[src/rtl/sched_pkg.sv]
// Shared types and elaboration-time helpers for the tick scheduler.
// Holds the arbiter state encoding, timebase divider and channel-index width.
package sched_pkg;

    typedef enum logic {
        ST_IDLE  = 1'b0,
        ST_GRANT = 1'b1
    } sched_state_t;

    function automatic int tick_div(input int clock_frequency, input int tick_hz);
        return clock_frequency / tick_hz;
    endfunction

    function automatic int ch_idx_w(input int num_ch);
        return (num_ch > 1) ? $clog2(num_ch) : 1;
    endfunction

endpackage

[src/rtl/tick_prescaler.sv]
// Timebase prescaler: one-cycle tick every CLOCK_FREQUENCY/TICK_HZ enabled cycles.
// Latency: tick registered, high on the cycle after the count wraps.
// Backpressure: none; count holds while enable is low.
module tick_prescaler
    import sched_pkg::*;
#(
    parameter int CLOCK_FREQUENCY = 50000000,
    parameter int TICK_HZ         = 1000
) (
    input  logic clock,
    input  logic reset,
    input  logic enable,
    output logic tick
);

    localparam int TICK_DIV = tick_div(CLOCK_FREQUENCY, TICK_HZ);
    localparam int CNT_W    = $clog2(TICK_DIV);
    localparam logic [CNT_W-1:0] CNT_LAST = CNT_W'(TICK_DIV - 1);

    logic [CNT_W-1:0] cnt_q;

    always_ff @(posedge clock or negedge reset) begin
        if (!reset) begin
            cnt_q <= '0;
            tick  <= 1'b0;
        end else begin
            tick <= 1'b0;
            if (enable) begin
                if (cnt_q == CNT_LAST) begin
                    cnt_q <= '0;
                    tick  <= 1'b1;
                end else begin
                    cnt_q <= cnt_q + CNT_W'(1);
                end
            end
        end
    end

endmodule

[src/rtl/tick_scheduler.sv]
// Periodic scheduler: per-channel tick countdowns feed a round-robin start/done grant slot.
// Latency: tick in T, pending in T+1, start in T+2 when idle. Optional SCHED_WATCHDOG_EN adds grant timeout.
// Backpressure: a grant holds start until done (or timeout); re-expiry while pending raises sticky overrun.
module tick_scheduler
    import sched_pkg::*;
#(
    parameter int NUM_CH          = 4,
    parameter int CLOCK_FREQUENCY = 50000000,
    parameter int TICK_HZ         = 1000,
    parameter int PERIOD_W        = 16
`ifdef SCHED_WATCHDOG_EN
    ,
    parameter int TIMEOUT_TICKS   = 8
`endif
) (
    input  logic                        clock,
    input  logic                        reset,
    input  logic                        enable,
    input  logic                        cfg_we,
    input  logic [ch_idx_w(NUM_CH)-1:0] cfg_ch,
    input  logic [PERIOD_W-1:0]         cfg_period,
    input  logic [NUM_CH-1:0]           done,
    output logic [NUM_CH-1:0]           start,
    output logic                        busy,
    output logic                        tick,
    output logic [NUM_CH-1:0]           overrun,
    input  logic                        overrun_clr
`ifdef SCHED_WATCHDOG_EN
    ,
    output logic [NUM_CH-1:0]           timeout
`endif
);

    localparam int IDX_W = ch_idx_w(NUM_CH);
    typedef logic [IDX_W-1:0] idx_t;

    logic [PERIOD_W-1:0] period_q [NUM_CH];
    logic [PERIOD_W-1:0] cnt_q    [NUM_CH];
    logic [NUM_CH-1:0]   pending_q;
    logic [NUM_CH-1:0]   wr_hit;
    logic [NUM_CH-1:0]   expire;
    logic [NUM_CH-1:0]   clr_req;
    logic [NUM_CH-1:0]   ovr_set;
    logic [NUM_CH-1:0]   arb_req;
    sched_state_t        state_q;
    idx_t                rr_ptr_q;
    idx_t                arb_sel;
    idx_t                cand;
    logic                arb_vld;
    logic                grant_end;
    logic                abort;

    tick_prescaler #(
        .CLOCK_FREQUENCY (CLOCK_FREQUENCY),
        .TICK_HZ         (TICK_HZ)
    ) u_prescaler (
        .clock  (clock),
        .reset  (reset),
        .enable (enable),
        .tick   (tick)
    );

    assign grant_end = (state_q == ST_GRANT) && (done[rr_ptr_q] || abort);

    always_comb begin
        clr_req = '0;
        if (grant_end) begin
            clr_req[rr_ptr_q] = 1'b1;
        end
    end

    // A config write wins over any expiry or completion on the same channel.
    always_comb begin
        for (int i = 0; i < NUM_CH; i++) begin
            wr_hit[i]  = cfg_we && (cfg_ch == idx_t'(i));
            expire[i]  = tick && (period_q[i] != '0) && (cnt_q[i] == '0);
            ovr_set[i] = expire[i] && !wr_hit[i] && pending_q[i] && !clr_req[i];
        end
    end

    assign arb_req = pending_q & ~wr_hit;

    always_comb begin
        arb_vld = 1'b0;
        arb_sel = rr_ptr_q;
        cand    = rr_ptr_q;
        for (int k = 1; k <= NUM_CH; k++) begin
            cand = idx_t'((int'(rr_ptr_q) + k) % NUM_CH);
            if (!arb_vld && arb_req[cand]) begin
                arb_vld = 1'b1;
                arb_sel = cand;
            end
        end
    end

    always_ff @(posedge clock or negedge reset) begin
        if (!reset) begin
            for (int i = 0; i < NUM_CH; i++) begin
                period_q[i] <= '0;
                cnt_q[i]    <= '0;
            end
            pending_q <= '0;
            overrun   <= '0;
        end else begin
            for (int i = 0; i < NUM_CH; i++) begin
                if (wr_hit[i]) begin
                    period_q[i]  <= cfg_period;
                    cnt_q[i]     <= (cfg_period == '0) ? '0 : cfg_period - PERIOD_W'(1);
                    pending_q[i] <= 1'b0;
                end else begin
                    if (expire[i]) begin
                        pending_q[i] <= 1'b1;
                    end else if (clr_req[i]) begin
                        pending_q[i] <= 1'b0;
                    end
                    if (tick && (period_q[i] != '0)) begin
                        cnt_q[i] <= (cnt_q[i] == '0) ? period_q[i] - PERIOD_W'(1)
                                                     : cnt_q[i] - PERIOD_W'(1);
                    end
                end
            end
            overrun <= (overrun & ~{NUM_CH{overrun_clr}}) | ovr_set;
        end
    end

    // rr_ptr_q doubles as the granted channel while in GRANT.
    always_ff @(posedge clock or negedge reset) begin
        if (!reset) begin
            state_q  <= ST_IDLE;
            rr_ptr_q <= idx_t'(NUM_CH - 1);
            start    <= '0;
            busy     <= 1'b0;
        end else begin
            case (state_q)
                ST_IDLE: begin
                    if (arb_vld) begin
                        start    <= NUM_CH'(1) << arb_sel;
                        busy     <= 1'b1;
                        rr_ptr_q <= arb_sel;
                        state_q  <= ST_GRANT;
                    end
                end
                ST_GRANT: begin
                    if (grant_end) begin
                        start   <= '0;
                        busy    <= 1'b0;
                        state_q <= ST_IDLE;
                    end
                end
                default: state_q <= ST_IDLE;
            endcase
        end
    end

`ifdef SCHED_WATCHDOG_EN
    localparam int WD_W = $clog2(TIMEOUT_TICKS + 1);

    logic [WD_W-1:0] wd_cnt_q;

    assign abort = (state_q == ST_GRANT) && tick && !done[rr_ptr_q] &&
                   (wd_cnt_q == WD_W'(TIMEOUT_TICKS - 1));

    always_ff @(posedge clock or negedge reset) begin
        if (!reset) begin
            wd_cnt_q <= '0;
            timeout  <= '0;
        end else begin
            if (state_q == ST_GRANT) begin
                if (tick) begin
                    wd_cnt_q <= wd_cnt_q + WD_W'(1);
                end
            end else begin
                wd_cnt_q <= '0;
            end
            timeout <= (timeout & ~{NUM_CH{overrun_clr}}) | (abort ? clr_req : '0);
        end
    end
`else
    assign abort = 1'b0;
`endif

endmodule
[config.mk]
export PLATFORM = sky130hd
export DESIGN_NAME = tick_scheduler
export DESIGN_NICKNAME = d
export VERILOG_FILES = /design/src/rtl/sched_pkg.sv /design/src/rtl/tick_prescaler.sv /design/src/rtl/tick_scheduler.sv
export SDC_FILE = /design/constraint.sdc
export NUM_CORES = 1
export LEC_CHECK = 0
export ABC_AREA = 1
export ABC_CLOCK_PERIOD_IN_PS = 3200
export CAP_MARGIN = 20
export CORE_MARGIN = 2
export CORE_UTILIZATION = 45
export CTS_BUF_LIST = sky130_fd_sc_hd__clkbuf_8
export DETAILED_ROUTE_END_ITERATION = 8
export PLACE_DENSITY_LB_ADDON = 0.2
export SLEW_MARGIN = 20
export SYNTH_ARGS = -nofsm -noshare
export SYNTH_HDL_FRONTEND = slang
export SYNTH_SLANG_ARGS = --single-unit
[constraint.sdc]
create_clock -name clock -period 3.2 [get_ports clock]
set_input_delay 0.64 -clock clock [delete_from_list [all_inputs] [get_ports clock]]
set_output_delay 0.64 -clock clock [all_outputs]
set_load 0.01 [all_outputs]
==> summary.txt <==
Worst setup path
  – Setup crit end kind: flop
  – Max incr delay on CP: between 0.6 and 0.7 ns
  – Critical-path cell list: clkdlybuf4s50_1, inv_1, ha_1, nand4_1, nor2_1, nand3_1, inv_1, buf_4, a21oi_1, o21ai_0, o21bai_1, nand2_1
  – Register-to-Register Path Depth: 15
  – Worst endpoint required time: 3.60 ns
  – R2r endpoint: cnt_q[30]
  – Beginning of the critical path: cfg_period[0]
  – Kind of critical path: in2reg
  – Buffers & Inverters on Critical Path: 4
  – Cell mode on critical path: inv_1
  – Cell depth of the worst setup path: 12
  – Worst r2r src: cnt_q[29]
  – Crit Path Max Fanout: 10
  – Crit start category: input port
  – Slowest cell on crit path: a21oi_1
  – CP top delay family: buffers and inverters
  – Reg2Reg Setup Slack: about 0.7 ns
  – Arrival time at the worst endpoint: roughly 3.2 ns

Logic synthesis
  – Synth area leader: dfrtp_1
  – Synth Area per Inst: around 6.6 um2
  – Yosys warnings: 0
  – Post-synth EDFFs: 0
  – Post-synth ARST share: 1.00
  – Post-synthesis compound-gate area fraction: 0.103
  – Syn Std Cell Area: 0.0105 mm2
  – Yosys reg bits: about 160
  – Share of the synthesized area in the top cell type: 0.378
  – Post-Synth Adder-Cell Area: 0.0119
  – Top_reg_cell synth: dfrtp_1
  – Seq/Total Area, Yosys: 0.383
  – Largest family of logic cells by synthesized area: simple AND/OR/NAND/NOR gates
  – Mapped Cells: 1,589
  – Top post-synthesis cells by area: dfrtp_1, nand2_1, nand3_1
  – Multiplexer share of the synthesized area: 0
  – Synthesized Nets: 1,626
  – Post-synthesis cell type count: 44
  – Synth Area in Simple Gates: 0.390
  – Post-synthesis xor/xnor area fraction: 0.00999

Timing
  – Final Skew: 0.0141 ns
  – Slew @ Worst Pin: 0.770 ns
  – Setup WS post-layout: 0.409 ns
  – Minimum clock period: 2.79 ns
  – Fin. Hold Viols: 0
  – Final setup TNS: 0 ns
  – Final setup fails: 0
  – RSZ-0062 raised after global routing: false
  – Period utilization: 0.872
  – Final Hold Slack: 0.161 ns
  – Slew Viols, Final: 0
  – Worst rel slew slack: 0.487
  – Fmax: 0.358 GHz

Clocking
  – # clock sinks: 161
  – Post-cts resize count: 0
  – Clk_lat worst skew: 0.47 ns
  – TritonCTS Buffers: 17
  – Cts hold-fix bufs: 0
  – Setup Buffers After CTS: 0
  – CTS tree: done
  – H-tree lvl count: 4
  – Clock-pin slew on the worst setup and hold paths: 0.10 ns
  – Clk buf depth: 2
  – Clock root cell: clkbuf_8

Flow run
  – Max cap viols: 0

Route
  – DRC viols: 0
  – Avg WL per Cell: 16.5 um
  – Via Count: 10,600
  – Drt pass-1 iters: 6
  – Initial DRC Count: 1,025
  – Post-route antenna net violation count: 0
  – Vias per inst: 5.33
  – Routed WL: 32,700 um

Floorplan
  – Chip Width: 157 um
  – Core outline area: 0.0228 mm2
  – Die footprint: 0.0246 mm2
  – Core Rows: 55
  – Initial Util: 0.462
  – Die Span Y: 157 um
  – IO Count: 37

Pwr
  – PD cells: 541 mW/mm2
  – Leakage: 5.98 nW
  – Peak supply drop: 293 uV

Final layout
  – Ant. Diodes: 0
  – Final nets: ~1,700
  – Register area: 0.00403 mm2
  – Post-layout util: 0.522
  – Area of the multi-input gates: around 0.0054 mm2
  – Post-Layout Cell Count: 1,982
  – Share of cells above drive strength 1: 0.0881
  – Fill cell count: 2,300
  – Area Growth Syn to Fin: 12.9%

Place
  – Placed cell count: 1,950
  – PortBufs: 36
  – Placer congestion estimate: 0.947
  – Place WS: 0.0312 ns
  – Post-detail-place hpwl: 24,500 um

Min path
  – HP Class: in2async

Run status
  – Status: completed

GRT
  – Initial antenna violation count: 0
  – Largest net degree at the start of global routing: between 60 and 70
  – Total track usage: 0.277
  – Vias in the first global route: 10,100
  – Total gr overflow: 0
  – First-pass GRT wire length: 53,000 um
## layout make-up
cell class,count,share of cell area
Multi-Input combinational cell,1156,0.456
Sequential cell,161,0.339
Inverter,233,0.0736
Timing Repair Buffer,87,0.0648
Tap cell,313,0.0330
Clock buffer,17,0.0197
Clock inverter,15,0.0138
## worst max-delay path by stage
stage                endpoint  slack, ns
CTS                 cnt_q[35]       0.50
finish              cnt_q[35]       0.41
floorplan           cnt_q[56]       1.10
global placement    cnt_q[35]       0.12
global route        cnt_q[30]       0.20
detailed placement  cnt_q[35]       0.03
## flip-flops by register name, indices dropped and copies added (netlist names)
| signal | flops |
|---|---|
| cnt_q | 64 |
| period_q | 64 |
| u_prescaler.cnt_q | 16 |
| overrun | 4 |
| pending_q | 4 |
| start | 4 |
| rr_ptr_q | 2 |
| busy | 1 |
| state_q | 1 |
| u_prescaler.tick | 1 |
## cell usage in the layout (no fill, tap or decap), types with 6 or more instances in the layout
master	synthesis	routed
a21oi_1	18	18
buf_4	3	49
clkbuf_8	0	17
clkdlybuf4s50_1	0	35
dfrtp_1	159	159
ha_1	10	10
inv_1	227	227
inv_8	0	6
nand2_1	472	472
nand2_2	13	13
nand3_1	177	177
nand3b_1	11	11
nand4_1	17	17
nor2_1	193	193
nor2_2	13	13
nor2_4	12	12
nor3_1	10	10
nor4_1	17	17
o211ai_1	8	8
o21ai_0	123	123
o21ai_1	8	8
o22ai_1	8	8
xor2_1	11	11
## report_power, final
part / internal, mW / switching [mW] / total, mW / leakage, nW
registers: 2.42 / 0.324 / 2.74 / 1.98
logic: 0.709 / 1.39 / 2.10 / 3.80
clock network: 0.659 / 0.935 / 1.59 / 0.196
total: 3.78 / 2.65 / 6.43 / 5.98
## cell usage after synthesis (10+ instances only)
cell and count:
nor4_1 17, nand2_2 13, nand3_1 177, ha_1 10, dfrtp_1 159, xor2_1 11
inv_1 227, nand4_1 17, nand3b_1 11, nor2_4 12, nand2_1 472, nor2_1 193
nor3_1 10, clkbuf_1 20, nor2_2 13, a21oi_1 18, o21ai_0 123
## metrics by stage
stage	power [mW]	area, um2
final	6.43	11900
after global routing	6.89	11900
after CTS	6.44	11900
after detailed placement	4.84	11500
after global placement	4.80	11500
after floorplan	4.19	10500
## cells by family (layout without fill, tap and decap cells)
| logic type | count (synthesis) | count (layout) |
|---|---|---|
| and+or+nand+nor | 943 | 943 |
| xor gates and xnor gates | 12 | 12 |
| DFF | 161 | 161 |
| buffers and inverters | 272 | 352 |
| AOI/OAI and AO/OA | 191 | 191 |
| adders and majority gates | 10 | 10 |
## routing by layer
| metal | global-route usage | part of all wire | vias up |
|---|---|---|---|
| li1 | - | - | 5192 |
| met1 | 0.394 | 0.45 | 4937 |
| met2 | 0.420 | 0.44 | 378 |
| met3 | 0.0548 | 0.079 | 63 |
| met4 | 0.101 | 0.033 | 0 |
| met5 | 0 | 0 | - |
No activity file was read; power rests on OpenSTA's default activity.
